File: config.mk
export PLATFORM = sky130hd
export DESIGN_NAME = axi4_stream_pkt_rr_arbiter_flat
export DESIGN_NICKNAME = d
export VERILOG_FILES = /design/src/rtl/axi4_stream_pkt_rr_arbiter_if.sv /design/src/rtl/axi4_stream_pkt_rr_arbiter.sv /design/src/flat_wrapper.sv
export SDC_FILE = /design/constraint.sdc
export NUM_CORES = 1
export LEC_CHECK = 0
export BUFFER_PORTS_ARGS = -buffer_cell sky130_fd_sc_hd__buf_2
export CAP_MARGIN = 40
export CORE_AREA = 2 2 92 94
export DETAILED_ROUTE_END_ITERATION = 8
export DIE_AREA = 0 0 94 96
export GPL_ROUTABILITY_DRIVEN = 1
export PLACE_DENSITY = 0.63
export SLEW_MARGIN = 5
export SYNTH_ARGS = -nofsm -noshare
export SYNTH_HDL_FRONTEND = slang
export SYNTH_SLANG_ARGS = --single-unit
File: constraint.sdc
create_clock -name clk_i -period 2.3 [get_ports clk_i]
set_clock_uncertainty 0.05 [all_clocks]
set_input_delay 0.115 -clock clk_i [delete_from_list [all_inputs] [get_ports clk_i]]
set_output_delay 0.115 -clock clk_i [all_outputs]
set_load 0.02 [all_outputs]
File: src/rtl/axi4_stream_pkt_rr_arbiter_if.sv
// AXI4-Stream signal bundle used for the arbiter's muxed output stream.
interface axi4_stream_if #(
  parameter int DATA_WIDTH = 32,
  parameter int DEST_WIDTH = 1,
  parameter int USER_WIDTH = 1,
  parameter int ID_WIDTH   = 1
);
  logic                    tvalid;
  logic                    tready;
  logic [DATA_WIDTH-1:0]   tdata;
  logic [DATA_WIDTH/8-1:0] tstrb;
  logic [DATA_WIDTH/8-1:0] tkeep;
  logic                    tlast;
  logic [USER_WIDTH-1:0]   tuser;
  logic [DEST_WIDTH-1:0]   tdest;
  logic [ID_WIDTH-1:0]     tid;

  modport master (output tvalid, tdata, tstrb, tkeep, tlast, tuser, tdest, tid,
                  input  tready);
  modport slave  (input  tvalid, tdata, tstrb, tkeep, tlast, tuser, tdest, tid,
                  output tready);
endinterface

File: src/rtl/axi4_stream_pkt_rr_arbiter.sv
// Packet-granular round-robin arbiter: one granted slave streams a whole packet
// (through tlast) to the shared master port before the next arbitration.
module axi4_stream_pkt_rr_arbiter #(
  parameter int SLAVES_CNT = 4,
  parameter int DATA_WIDTH = 32,
  parameter int DEST_WIDTH = 1,
  parameter int USER_WIDTH = 1,
  parameter int ID_WIDTH   = 1,
  parameter int PKT_MODE   = 1,
  localparam int SEL_WIDTH  = $clog2(SLAVES_CNT),
  localparam int KEEP_WIDTH = DATA_WIDTH / 8
) (
  input  logic                             clk_i,
  input  logic                             rst_i,
  input  logic [SLAVES_CNT-1:0]            pkt_avail_i,
  input  logic [SLAVES_CNT-1:0]            s_tvalid_i,
  output logic [SLAVES_CNT-1:0]            s_tready_o,
  input  logic [SLAVES_CNT*DATA_WIDTH-1:0] s_tdata_i,
  input  logic [SLAVES_CNT*KEEP_WIDTH-1:0] s_tstrb_i,
  input  logic [SLAVES_CNT*KEEP_WIDTH-1:0] s_tkeep_i,
  input  logic [SLAVES_CNT-1:0]            s_tlast_i,
  input  logic [SLAVES_CNT*USER_WIDTH-1:0] s_tuser_i,
  input  logic [SLAVES_CNT*DEST_WIDTH-1:0] s_tdest_i,
  input  logic [SLAVES_CNT*ID_WIDTH-1:0]   s_tid_i,
  axi4_stream_if.master                    master_if,
  output logic [SEL_WIDTH-1:0]             grant_o,
  output logic                             busy_o
);
  localparam int SUM_W = SEL_WIDTH + 1;

  typedef enum logic {IDLE, FWD} state_t;

  typedef struct packed {
    logic [DATA_WIDTH-1:0] tdata;
    logic [KEEP_WIDTH-1:0] tstrb;
    logic [KEEP_WIDTH-1:0] tkeep;
    logic                  tlast;
    logic [USER_WIDTH-1:0] tuser;
    logic [DEST_WIDTH-1:0] tdest;
    logic [ID_WIDTH-1:0]   tid;
  } beat_t;

  state_t               state_q, state_d;
  logic [SEL_WIDTH-1:0] grant_q, grant_d;
  logic [SEL_WIDTH-1:0] rr_ptr_q, rr_ptr_d;
  logic [SLAVES_CNT-1:0] req;
  logic                 pick_valid;
  logic [SEL_WIDTH-1:0] pick_idx;
  logic [SUM_W-1:0]     cand;
  logic                 sel_valid;
  logic                 pkt_done;
  beat_t                slv [SLAVES_CNT];
  beat_t                sel;

  for (genvar g = 0; g < SLAVES_CNT; g++) begin : g_unpack
    assign slv[g] = {s_tdata_i[g*DATA_WIDTH +: DATA_WIDTH],
                     s_tstrb_i[g*KEEP_WIDTH +: KEEP_WIDTH],
                     s_tkeep_i[g*KEEP_WIDTH +: KEEP_WIDTH],
                     s_tlast_i[g],
                     s_tuser_i[g*USER_WIDTH +: USER_WIDTH],
                     s_tdest_i[g*DEST_WIDTH +: DEST_WIDTH],
                     s_tid_i[g*ID_WIDTH +: ID_WIDTH]};
  end

  assign req       = (PKT_MODE != 0) ? pkt_avail_i : s_tvalid_i;
  assign sel       = slv[grant_q];
  assign sel_valid = s_tvalid_i[grant_q];
  assign pkt_done  = (state_q == FWD) && sel_valid && master_if.tready && sel.tlast;

  // Scan upward from the rr pointer, wrapping, and keep the first requester found.
  always_comb begin
    pick_valid = 1'b0;
    pick_idx   = '0;
    cand       = '0;
    for (int off = 0; off < SLAVES_CNT; off++) begin
      cand = {1'b0, rr_ptr_q} + SUM_W'(off);
      if (cand >= SUM_W'(SLAVES_CNT)) cand = cand - SUM_W'(SLAVES_CNT);
      if (!pick_valid && req[cand[SEL_WIDTH-1:0]]) begin
        pick_valid = 1'b1;
        pick_idx   = cand[SEL_WIDTH-1:0];
      end
    end
  end

  assign master_if.tdata = sel.tdata;
  assign master_if.tstrb = sel.tstrb;
  assign master_if.tkeep = sel.tkeep;
  assign master_if.tlast = sel.tlast;
  assign master_if.tuser = sel.tuser;
  assign master_if.tdest = sel.tdest;
  assign master_if.tid   = sel.tid;

  always_comb begin
    // NOTE: every output of this block gets a default first so no path leaves it unassigned (no latches).
    state_d          = state_q;
    grant_d          = grant_q;
    rr_ptr_d         = rr_ptr_q;
    s_tready_o       = '0;
    master_if.tvalid = 1'b0;
    unique case (state_q)
      IDLE: begin
        if (pick_valid) begin
          state_d = FWD;
          grant_d = pick_idx;
        end
      end
      FWD: begin
        master_if.tvalid    = sel_valid;
        s_tready_o[grant_q] = master_if.tready;
        if (pkt_done) begin
          state_d  = IDLE;
          rr_ptr_d = (grant_q == SEL_WIDTH'(SLAVES_CNT - 1)) ? '0 : grant_q + SEL_WIDTH'(1);
        end
      end
    endcase
  end

  always_ff @(posedge clk_i or posedge rst_i) begin
    // NOTE: state registers use non-blocking assignments so every flop samples pre-edge values.
    if (rst_i) begin
      state_q  <= IDLE;
      grant_q  <= '0;
      rr_ptr_q <= '0;
    end else begin
      state_q  <= state_d;
      grant_q  <= grant_d;
      rr_ptr_q <= rr_ptr_d;
    end
  end

  assign grant_o = grant_q;
  assign busy_o  = (state_q == FWD);
endmodule

File: src/flat_wrapper.sv
// flat-port wrapper written by rule: the top's interface ports become plain ports
module axi4_stream_pkt_rr_arbiter_flat 
#(
  parameter int SLAVES_CNT = 4,
  parameter int DATA_WIDTH = 32,
  parameter int DEST_WIDTH = 1,
  parameter int USER_WIDTH = 1,
  parameter int ID_WIDTH   = 1,
  parameter int PKT_MODE   = 1,
  localparam int SEL_WIDTH  = $clog2(SLAVES_CNT),
  localparam int KEEP_WIDTH = DATA_WIDTH / 8
)
  (clk_i, rst_i, pkt_avail_i, s_tvalid_i, s_tready_o, s_tdata_i, s_tstrb_i, s_tkeep_i, s_tlast_i, s_tuser_i, s_tdest_i, s_tid_i, grant_o, busy_o, master_if_tvalid, master_if_tdata, master_if_tstrb, master_if_tkeep, master_if_tlast, master_if_tuser, master_if_tdest, master_if_tid, master_if_tready);
  axi4_stream_if #(.DATA_WIDTH(DATA_WIDTH), .DEST_WIDTH(DEST_WIDTH), .USER_WIDTH(USER_WIDTH), .ID_WIDTH(ID_WIDTH)) master_if_i ();
  input  logic clk_i;
  input  logic rst_i;
  input  logic [SLAVES_CNT-1:0] pkt_avail_i;
  input  logic [SLAVES_CNT-1:0] s_tvalid_i;
  output logic [SLAVES_CNT-1:0] s_tready_o;
  input  logic [SLAVES_CNT*DATA_WIDTH-1:0] s_tdata_i;
  input  logic [SLAVES_CNT*KEEP_WIDTH-1:0] s_tstrb_i;
  input  logic [SLAVES_CNT*KEEP_WIDTH-1:0] s_tkeep_i;
  input  logic [SLAVES_CNT-1:0] s_tlast_i;
  input  logic [SLAVES_CNT*USER_WIDTH-1:0] s_tuser_i;
  input  logic [SLAVES_CNT*DEST_WIDTH-1:0] s_tdest_i;
  input  logic [SLAVES_CNT*ID_WIDTH-1:0] s_tid_i;
  output logic [SEL_WIDTH-1:0] grant_o;
  output logic busy_o;
  output wire logic [$bits(master_if_i.tvalid)-1:0] master_if_tvalid;
  output wire logic [$bits(master_if_i.tdata)-1:0] master_if_tdata;
  output wire logic [$bits(master_if_i.tstrb)-1:0] master_if_tstrb;
  output wire logic [$bits(master_if_i.tkeep)-1:0] master_if_tkeep;
  output wire logic [$bits(master_if_i.tlast)-1:0] master_if_tlast;
  output wire logic [$bits(master_if_i.tuser)-1:0] master_if_tuser;
  output wire logic [$bits(master_if_i.tdest)-1:0] master_if_tdest;
  output wire logic [$bits(master_if_i.tid)-1:0] master_if_tid;
  input wire logic [$bits(master_if_i.tready)-1:0] master_if_tready;
  assign master_if_tvalid = master_if_i.tvalid;
  assign master_if_tdata = master_if_i.tdata;
  assign master_if_tstrb = master_if_i.tstrb;
  assign master_if_tkeep = master_if_i.tkeep;
  assign master_if_tlast = master_if_i.tlast;
  assign master_if_tuser = master_if_i.tuser;
  assign master_if_tdest = master_if_i.tdest;
  assign master_if_tid = master_if_i.tid;
  assign master_if_i.tready = master_if_tready;
  axi4_stream_pkt_rr_arbiter #(.SLAVES_CNT(SLAVES_CNT), .DATA_WIDTH(DATA_WIDTH), .DEST_WIDTH(DEST_WIDTH), .USER_WIDTH(USER_WIDTH), .ID_WIDTH(ID_WIDTH), .PKT_MODE(PKT_MODE)) u_core (.clk_i(clk_i), .rst_i(rst_i), .pkt_avail_i(pkt_avail_i), .s_tvalid_i(s_tvalid_i), .s_tready_o(s_tready_o), .s_tdata_i(s_tdata_i), .s_tstrb_i(s_tstrb_i), .s_tkeep_i(s_tkeep_i), .s_tlast_i(s_tlast_i), .s_tuser_i(s_tuser_i), .s_tdest_i(s_tdest_i), .s_tid_i(s_tid_i), .master_if(master_if_i), .grant_o(grant_o), .busy_o(busy_o));
endmodule
; ---- After elaboration in Yosys (flattened, before gate mapping)
; Index checks and enable logic that the tools add are counted.
[word_totals]
register_bits = 5
inputBits = 187
wordCells = 71
[op_classes]
n_addsub = 8
order_cmp = 11
eq_ne = 1
mux = 33
n_bitwise = 3
n_reduce_logical = 12
[op_table]
columns = operator, count
row1 = $bmux 44 s2, 1
row2 = $mux 44, 2
row3 = $mux 2, 9
row4 = $lt 2x3->1 const B, 5
row5 = $mux 1, 13
row6 = $ge 3x3->1 const B, 4
row7 = $bmux 1 s2, 5
row8 = $sub 2x1->2 const B, 4
row9 = $logic_and 1x1->1, 7
row10 = $add 2x2->3 const B, 2
row11 = $and 4x4->4, 1
row12 = $mux 4, 1
row13 = $reduce_and 2->1, 2
row14 = $add 2x1->3 const B, 1
row15 = $ge 2x3->1 const B, 1
row16 = $logic_not 1->1, 3
row17 = $not 2->3, 1
row18 = $add 2x1->2 const B, 1
row19 = $demux 1 s2, 1
row20 = $eq 2x2->1 const B, 1
row21 = $ge 2x1->1 const B, 1
row22 = $pmux 1 s2, 1
row23 = $not 1->1, 1

; ---- Longest topological paths before layout
[depth]
ltp_word = 16
ltp_mapped = 5

; ---- Least setup slack after synthesis
; Ideal clock, no wire load.
[synth_path]
path_kind = register to register
startpoint = register u_core.grant_q[0] (netlist: u_core.grant_o[0])
endpoint = register u_core.rr_ptr_q[1]
setup_ns = 0.128
t_arrival_ns = 1.641
t_required_ns = 2.122
slack_ns = 0.481
stages_incl_launch_ff = 4
n_path_buf = 0
cell_sequence = dfrtp_1 -> mux4_2 -> nand4_2 -> mux2_1
[synth_between]
elab_chain_cells = 6
elab_cells_between_ends = 13
cone_classes = add/sub: 1 / eq/ne: 1 / mux: 6 / bitwise: 1 / reduce/logical: 4
[synth_rtl]
columns = element, line_no
row1 = start: declaration, axi4_stream_pkt_rr_arbiter.sv:44  ; logic [SEL_WIDTH-1:0] grant_q, grant_d;
row2 = start signal: assignment, axi4_stream_pkt_rr_arbiter.sv:126  ; grant_q <= grant_d;
row3 = $not 2->3 (not written as such), axi4_stream_pkt_rr_arbiter.sv:66  ; assign sel = slv[grant_q];
row4 = $bmux 44 s2, axi4_stream_pkt_rr_arbiter.sv:66
row5 = $mux 44 (not written as such) (2 in a row), axi4_stream_pkt_rr_arbiter.sv:66
row6 = named net master_if_tlast, flat_wrapper.sv:33  ; output wire logic [$bits(master_if_i.tlast)-1:0] master_if_tlast;
row7 = $logic_and 1x1->1, axi4_stream_pkt_rr_arbiter.sv:68  ; assign pkt_done = (state_q == FWD) && sel_valid && master_if.tready && sel.tlast;
row8 = $reduce_and 2->1 (no source line), --
row9 = end signal: assignment, axi4_stream_pkt_rr_arbiter.sv:127  ; rr_ptr_q <= rr_ptr_d;
row10 = end: declaration, axi4_stream_pkt_rr_arbiter.sv:45  ; logic [SEL_WIDTH-1:0] rr_ptr_q, rr_ptr_d;
; The timed path passes the listed nets, and every way through them passes these cells. The select of a mux whose other input is x is not followed.
; A chain may end at the register's enable or synchronous reset.

; ---- Worst setup path after layout
[layout_path]
startpoint = register u_core.grant_q[0] (netlist: u_core.grant_o[0])
endpoint = output port master_if_tdata[29]
[layout_between]
elab_chain_cells = 4
[layout_rtl]
columns = element, line_no
row1 = $not 2->3 (not written as such), axi4_stream_pkt_rr_arbiter.sv:66
row2 = $bmux 44 s2, axi4_stream_pkt_rr_arbiter.sv:66
row3 = $mux 44 (not written as such) (2 in a row), axi4_stream_pkt_rr_arbiter.sv:66
row4 = end: declaration, flat_wrapper.sv:30  ; output wire logic [$bits(master_if_i.tdata)-1:0] master_if_tdata;
; Every way passes these cells. The select of a mux whose other input is x is not followed.

==> run summary <==
# DRC = 0
Maximum VDD drop = 0.639 mV
Largest net degree at the start of global routing = 26
Worst Hold Class = in -> reg
Hold-fix buffers, CTS = 1
Reg clk slew, reported paths = 0.04 ns
Dpl cells = 431
Most instantiated cells after synthesis = 45 x mux4_2, 7 x inv_1, 5 x buf_4, 5 x dfrtp_1
FF+latch count, synth = 5
Startpoint Class = flop
Fin Setup TNS = 0 ns
H-tree Lvls = 1
Dpl hpwl = 6220 µm
Outcome = finished, final reports clean
Initial Utilization = 17.8%
Core area = 8050 µm²
Asr flop ratio synth = 100%
Slew Viols, Final = 0
Starting DRT DRC Count = 19
Max clock buf depth = 2
CP Buf/Inv Count = 2
1st-pass router iterations = 4
Worst Setup End Kind = primary output
RD Place Congestion = 0.770
Actual transition at the worst max-transition pin = 0.359 ns
Maxcap violations = 0
CP peak stage delay = 0.53 ns
Antenna violation net count after detailed routing = 0
Sequential cell area fraction in the yosys report = 8.73%
Finished Layout Cells = 437
Leak = 1.47 nW
Number of buffers created by CTS = 3
Via density = 4.53
Max-slew headroom = 75.8%
Pre-CTS setup slack = 0.658 ns
Die Height = 96 µm
Crit-path slowest cell = mux4_2
Syn Inst Count = 94
Row cnt = 33
Layout cells sized above 1 = 89.1%
Antenna violations before repair = 3
Dominant synthesized flop cell = dfrtp_1
Fin. Hold Viols = 0
Synth top area cells = mux4_2 71%, dfrtp_1 8.7%, ha_1 3.5%
Layout Nets = 523
WP data arrival = 1.64 ns
Count of different cell masters after synthesis = 23
Synth-to-layout area growth = 96.3%
Crit path max fanout = 24
Post-CTS setup buffer count = 0
Final period util = 78.5%
Min cycle time layout = 1.81 ns
Peak Freq = 554 MHz
Pwr Density = 1060 nW/µm²
Port buffer count = 238
Clock sink total = 5
Cell family with most CP delay = multiplexers
Die area = 9020 µm²
Worst Path Required = 2.13 ns
Critical Path, Cell by Cell = buf_12 -> mux4_2 -> buf_2
Syn avg cell area = 15.3 µm²
Top-area cell type share of the netlist area = 70.7%
Routed length per placed instance = 15.4 µm
First-pass GRT wire length = 9200 µm
YS warnings = 0
Final worst slack = 0.494 ns
Area leader, netlist = mux4_2
Syn Nets = 285
Via count = 1,980
Total wire length = 6750 µm
Final setup violating endpoints = 0
CTS root buf = clkbuf_8
Vias in the first global route = 1,942
Most common cell in the netlist = mux4_2
Worst-Skew Late Latency = 0.22 ns
GR Overflow Total = 0
Filler cell count = 853
Die W = 94 µm
TritonCTS clock tree = yes
Mapped cell area = 1430 µm²
Boundary Pins = 239
GRT Total Usage = 13.0%
RSZ-0062 raised after global routing = no
Kind of critical path = reg -> out
Post-synth EDFFs = 0
Post-CTS Resized = 0
## routing by layer
| layer | GRT usage [%] | part of all wire, % | vias up |
|---|---|---|---|
| met5 | 0 | 0.40 | - |
| met4 | 1.45 | 0.015 | 4 |
| met3 | 3.21 | 11 | 4 |
| met2 | 25.1 | 53 | 139 |
| met1 | 15.0 | 35 | 931 |
| li1 | - | - | 902 |
## power breakdown
group	leakage [nW]	switching, mW	internal [mW]	total (mW)
Combinational	1.39	1.36	1.26	2.61
Clock	0.0228	0.0428	0.119	0.162
Sequential	0.0562	0.0790	0.136	0.215
## kinds of logic after synthesis
logic type	share of synthesized area [%]
multiplexers	73.0
flip-flops	8.73
AND/OR/NAND/NOR	4.54
adder cells (fa/ha/maj)	3.49
buffers and inverters	5.93
AO/OA/AOI/OAI	4.28
## tightest hold or removal path, delay by kind of cell
family	cells	cell delay [ns]
AND/OR/NAND/NOR	1	0.06
AO/OA/AOI/OAI	1	0.13
buffers and inverters	1	0.10
## state kept, by name, indices dropped and copies added (netlist names)
| register | flops |
|---|---|
| u_core.grant_o | 2 |
| u_core.rr_ptr_q | 2 |
| u_core.busy_o | 1 |
## per-stage QoR
stage / instance area [µm²] / utilization (%) / hold WS (ns) / power (mW)
after floorplan: 1430 / - / -0.156 / 2.06
after global placement: 2760 / 34.3 / -0.0241 / 2.85
after detailed placement: 2760 / 34.3 / -0.0266 / 2.88
after CTS: 2810 / 34.9 / 0.185 / 3.05
after global routing: 2820 / 35.0 / 0.206 / 3.21
final: 2820 / 35.0 / 0.184 / 2.99
## final timing paths
path                                                        to                      startpoint  cells after the start  slack [ns]
worst max-delay path                       master_if_tdata[29]   u_core.grant_o[0]$_DFFE_PP0P_                      3        0.49
min in group asynchronous       u_core.rr_ptr_q[1]$_DFFE_PP0P_                           rst_i                      3        0.29
worst min-delay path                   u_core.busy_o$_DFF_PP0_                  pkt_avail_i[2]                      3        0.18
max in group asynchronous        u_core.grant_o[0]$_DFFE_PP0P_                           rst_i                      3        1.71
worst min register to register  u_core.rr_ptr_q[0]$_DFFE_PP0P_  u_core.rr_ptr_q[0]$_DFFE_PP0P_                      2        0.48
worst max register to register  u_core.rr_ptr_q[1]$_DFFE_PP0P_   u_core.grant_o[0]$_DFFE_PP0P_                      3        0.66
## cell usage in the layout (no fill, tap or decap), types with 2 or more instances in the layout
cell      count
clkbuf_8      3
inv_1         7
nor2_1        2
mux2_2        2
dfrtp_1       3
mux4_2       45
buf_12        2
ha_1          4
and3_1        4
buf_2       238
buf_4         2
nand2_1       2
a21oi_1       2
## cell type report
type	count	area, µm²	area share, %
Antenna cell	1	2.50	0.0889
Clock buffer	4	45.0	1.60
Inverter	7	26.3	0.933
Multi-Input combinational cell	72	1220	43.5
Sequential cell	5	130	4.62
Tap cell	105	131	4.67
Timing Repair Buffer	243	1260	44.6
Power figures use the tool's default switching activity.
